**src/rtl/sll_shifter_pkg.sv**
```systemverilog
// Shared ALU types and constants used by the logical-left-shift datapath.
package sll_shifter_pkg;

    localparam int ALU_WIDTH = 32;
    localparam int ALU_SHW   = 5;

    typedef logic [ALU_WIDTH-1:0] word_t;
    typedef logic [ALU_SHW-1:0]   shamt_t;

endpackage : sll_shifter_pkg

```
**src/rtl/sll_stage.sv**
```systemverilog
// One barrel-shifter level: conditionally shifts left by a fixed distance with zero fill.
module sll_stage
    import sll_shifter_pkg::*;
#(
    parameter int DIST = 1
) (
    input  word_t in,
    input  logic  en,
    output word_t out
);

    word_t shifted;

    assign shifted = {in[ALU_WIDTH-1-DIST:0], {DIST{1'b0}}};
    assign out     = en ? shifted : in;

endmodule : sll_stage

```
**src/rtl/sll_shifter.sv**
```systemverilog
// Registered 32-bit logical left shifter: 5-level barrel chain feeding output/valid flops.
module sll_shifter
    import sll_shifter_pkg::*;
#(
    parameter int WIDTH = ALU_WIDTH,
    parameter int SHW   = ALU_SHW
) (
    input  logic             clock,
    input  logic             reset_n,
    input  logic             in_valid,
    input  logic [WIDTH-1:0] data_in,
    input  logic [SHW-1:0]   shamt,
    output logic             out_valid,
    output logic [WIDTH-1:0] data_out
);

    // stage_data[0] is the operand; stage_data[SHW] is the fully shifted word.
    word_t stage_data [0:SHW];

    assign stage_data[0] = data_in;

    // Largest distance first: level gi shifts by 2^(SHW-1-gi) under shamt[SHW-1-gi].
    generate
        for (genvar gi = 0; gi < SHW; gi++) begin : g_stage
            sll_stage #(
                .DIST(1 << (SHW - 1 - gi))
            ) u_stage (
                .in  (stage_data[gi]),
                .en  (shamt[SHW-1-gi]),
                .out (stage_data[gi+1])
            );
        end
    endgenerate

    always_ff @(posedge clock or negedge reset_n) begin
        if (!reset_n) begin
            data_out  <= '0;
            out_valid <= 1'b0;
        end else begin
            out_valid <= in_valid;
            if (in_valid) begin
                data_out <= stage_data[SHW];
            end
        end
    end

endmodule : sll_shifter

```
**config.mk**
```make
export PLATFORM = sky130hd
export DESIGN_NAME = sll_shifter
export DESIGN_NICKNAME = d
export VERILOG_FILES = /design/src/rtl/sll_shifter_pkg.sv /design/src/rtl/sll_stage.sv /design/src/rtl/sll_shifter.sv
export SDC_FILE = /design/constraint.sdc
export NUM_CORES = 1
export LEC_CHECK = 0
export CAP_MARGIN = 40
export CORE_MARGIN = 2
export CORE_UTILIZATION = 50
export DETAILED_ROUTE_END_ITERATION = 10
export GPL_TIMING_DRIVEN = 0
export PLACE_DENSITY = 0.83
export SLEW_MARGIN = 40
export SYNTH_ARGS = -nofsm -noshare
export SYNTH_HDL_FRONTEND = slang
export SYNTH_SLANG_ARGS = --single-unit
export TNS_END_PERCENT = 50
```
**constraint.sdc**
```tcl
create_clock -name clock -period 1.7 [get_ports clock]
set_input_delay 0.34 -clock clock [delete_from_list [all_inputs] [get_ports clock]]
set_output_delay 0.34 -clock clock [all_outputs]
set_load 0.01 [all_outputs]
```
==> impl_metrics.py <==
metrics = {
    "drt": {
        "route.final.wire_length_microns": 10700,
        "wl_met1_microns": 4370,
        "vias_per_cell": 6.60,
        "drt_iter0_markers": 269,
        "maxUsedRoutingLayer": "met4",
        "dr_wl_met2_microns": 5120,
        "wl_per_cell_microns": 21.9,
        "wl_met3_microns": 885,
        "first_pass_iters": 5,
        "num_vias": 3207,
        "ant_nets": 0,
        "drcViolationCount": 0,
    },
    "logic_synthesis": {
        "synth-async-reset-ratio_pct": 100,
        "avgSynthCellArea_sq_um": 9.71,
        "yosys_most_used_dff": "dfrtp_1",
        "synth_edf_count": 0,
        "ys_types": 52,
        "syn_nets": 363,
        "yosysSeqAreaShare_pct": 26.3,
        "syn-instance-count": 323,
        "synth_warnings": 0,
        "syn-cell-area_sq_mm": 0.00314,
        "ys_seq_elements": 33,
    },
    "power_and_ir_drop": {
        "power_frac_comb_pct": 41.7,
        "p_clk_share_pct": 26.3,
        "vdd_drop_max_mv": 0.656,
        "intPower_uw": 1970,
        "power.switching_uw": 925,
        "power_density_mw_per_mm2": 669,
        "switching_share_pct": 32.0,
        "power_uw": 2890,
        "power.leakage_uw": 0.00180,
        "p_seq_share_pct": 32.0,
    },
    "global_routing": {
        "grt_pass1_vias": 3044,
        "gr-total-overflow": 0,
        "antenna_found_initial": 1,
        "grt_max_degree": 34,
        "grt_first_pass_wirelength_microns": 16300,
        "grt_usage_pct": 29.8,
    },
    "sta": {
        "fmax_mhz": 567,
        "hold_violations": 0,
        "slew_viol_final": 0,
        "fin_ws_ns": -0.0624,
        "fin_crit_sh_pct": 104,
        "setup-violations-final": 4,
        "tightest_slew_ns": 0.730,
        "rsz0062_at_grt": "yes",
        "min_period_ns": 1.76,
        "slew_headroom_pct": 51.4,
        "tns_ns": -0.106,
        "skew_ns": 0,
    },
    "clock_network": {
        "htreeDepth": 2,
        "tritoncts": "built",
        "numCtsBuffers": 5,
        "cts-root-buf": "clkbuf_8",
        "clock_latency_ns": 0.28,
        "holdBufCountCts": 0,
        "clkSlewWorstSetupHoldPaths_ns": 0.07,
        "clockBufferDepth": 2,
        "clock-sinks": 33,
    },
    "floorplan": {
        "die_x_microns": 83.2,
        "initial_core_util_pct": 52.3,
        "rows": 28,
        "die_h_microns": 83.2,
        "fp.coreArea_sq_mm": 0.00599,
        "fp.dieArea_sq_mm": 0.00692,
        "io_pins": 73,
    },
    "critical_path": {
        "cp_max_fo": 8,
        "critical_path_class": "input pin to flop",
        "cp_data_required_time_ns": 1.86,
        "worst-endpoint-arrival_ns": 1.93,
        "start_kind": "input pin",
        "endpoint_kind": "flop",
    },
    "cells_and_area": {
        "instances_no_fill": 486,
        "fin_util_pct": 72.1,
        "final_cell_mix": "37 x clkdlybuf4s50_1, 33 x dfrtp_1, 25 x mux4_2",
        "nets": 449,
        "mostFrequentLayoutCell": "clkdlybuf4s50_1",
        "drive_gt1_share_pct": 34.4,
        "syn2layout_area_growth_pct": 37.8,
    },
    "placement": {
        "dp_cells": 466,
        "gp_congestion": 0.937,
        "hpwl_microns": 7880,
        "io_buffers": 68,
    },
    "run_status": {
        "violations": "setup timing",
        "status": "finished with violations",
    },
    "job": {
        "maxCapViolations": 0,
    },
    "hold_path": {
        "hp-class": "input pin to async pin",
    },
}
==> logic make-up after synthesis <==
| group | count (synthesis) | synth area share [%] |
|---|---|---|
| DFF | 33 | 26.3 |
| AOI/OAI and AO/OA | 84 | 18.8 |
| buffers and inverters | 45 | 7.82 |
| and+or+nand+nor | 95 | 14.4 |
| muxes | 66 | 32.6 |
==> registers in the layout, summed over array words and instances (netlist names) <==
| register | cells |
|---|---|
| data_out | 32 |
| out_valid | 1 |
==> critical path, cell delays in order <==
cell and delay, ns:
buf_12 0.12, buf_12 0.14, mux2i_1 0.33, o2bb2ai_2 0.13, mux4_2 0.49, a221o_1 0.37
==> metrics by stage <==
step | area [sq um] | setup slack, ns | hold WS, ns
6_report | 4320 | -0.0624 | 0.113
5_1_grt | 4320 | -0.107 | 0.170
4_1_cts | 4170 | -0.0324 | 0.130
3_5_place_dp | 3960 | -0.885 | 0.437
3_3_place_gp | 3960 | -0.856 | 0.464
2_1_floorplan | 3190 | -0.146 | 0.0444
==> cell type report <==
type,instances,area [sq um]
Buffer,32,273
Multi-Input combinational cell,245,2230
Inverter,12,45.0
Sequential cell,33,826
Clock inverter,1,30.0
Antenna cell,1,2.50
Fill cell,452,1670
Timing Repair Buffer,80,736
Tap cell,75,93.8
Clock buffer,7,86.3
==> power groups by stage <==
stage	sequential [uW]	clock (uW)	combinational (uW)
after floorplan	978	0	563
after global placement	935	0	1060
after detailed placement	942	0	1070
after CTS	927	769	1110
after global routing	938	801	1270
final	926	759	1200
==> routing by layer <==
layer	GRT usage (%)	vias to the layer above
met1	41.7	1534
met2	47.4	232
met5	0	-
li1	-	1410
met3	4.37	31
met4	10.3	0
==> final timing paths <==
| path | slack (ns) | start | depth (start not counted) | end |
|---|---|---|---|---|
| max in group asynchronous | 1.12 | reset_n | 1 | data_out[14]$_DFFE_PN0P_ |
| max reg2reg | 0.78 | data_out[20]$_DFFE_PN0P_ | 2 | data_out[20]$_DFFE_PN0P_ |
| max | -0.06 | shamt[3] | 6 | data_out[20]$_DFFE_PN0P_ |
| min | 0.11 | reset_n | 1 | data_out[12]$_DFFE_PN0P_ |
| min reg2reg | 0.49 | data_out[6]$_DFFE_PN0P_ | 1 | data_out[6]$_DFFE_PN0P_ |
| min in group clock | 0.49 | data_out[6]$_DFFE_PN0P_ | 1 | data_out[6]$_DFFE_PN0P_ |
==> cell usage after synthesis, types with 2 or more instances <==
cell type  instances  share of area [%]
a2111oi_0          2               0.56
a211o_1            2               0.56
a211oi_1           3               0.72
a21oi_1           20                3.2
a221o_1            4                1.3
a22oi_1            5                1.2
a2bb2oi_1          2               0.56
a31oi_1            5                1.0
a32o_1             2               0.64
and2_1             2               0.40
and3_1             2               0.40
buf_12             2                1.3
buf_2              5               0.80
buf_4              8                1.9
clkbuf_1          16                1.9
dfrtp_1           33                 26
inv_1             11                1.3
mux2_2            13                4.7
mux2i_1           27                8.6
mux4_1             7                5.9
mux4_2            18                 13
nand2_1           22                2.6
nand2b_1           9                1.8
nand3_1            9                1.4
nor2_1            27                3.2
nor2b_1            8                1.6
nor3_1             9                1.4
o2111a_1           2               0.72
o211ai_1           2               0.48
o21a_1             2               0.48
o21ai_0           11                1.8
o21ai_1            2               0.32
o221ai_1           3               0.84
o22ai_1            4               0.80
o2bb2ai_1          6                1.7
or2_2              2               0.40
==> what timing repair did <==
action	CTS	global route
gates resized for setup	91	61
setup buffers	6	4
setup endpoints to repair	32	29
gates cloned	0	2
pin swaps	8	10
No activity file was read; power rests on OpenSTA's default activity.
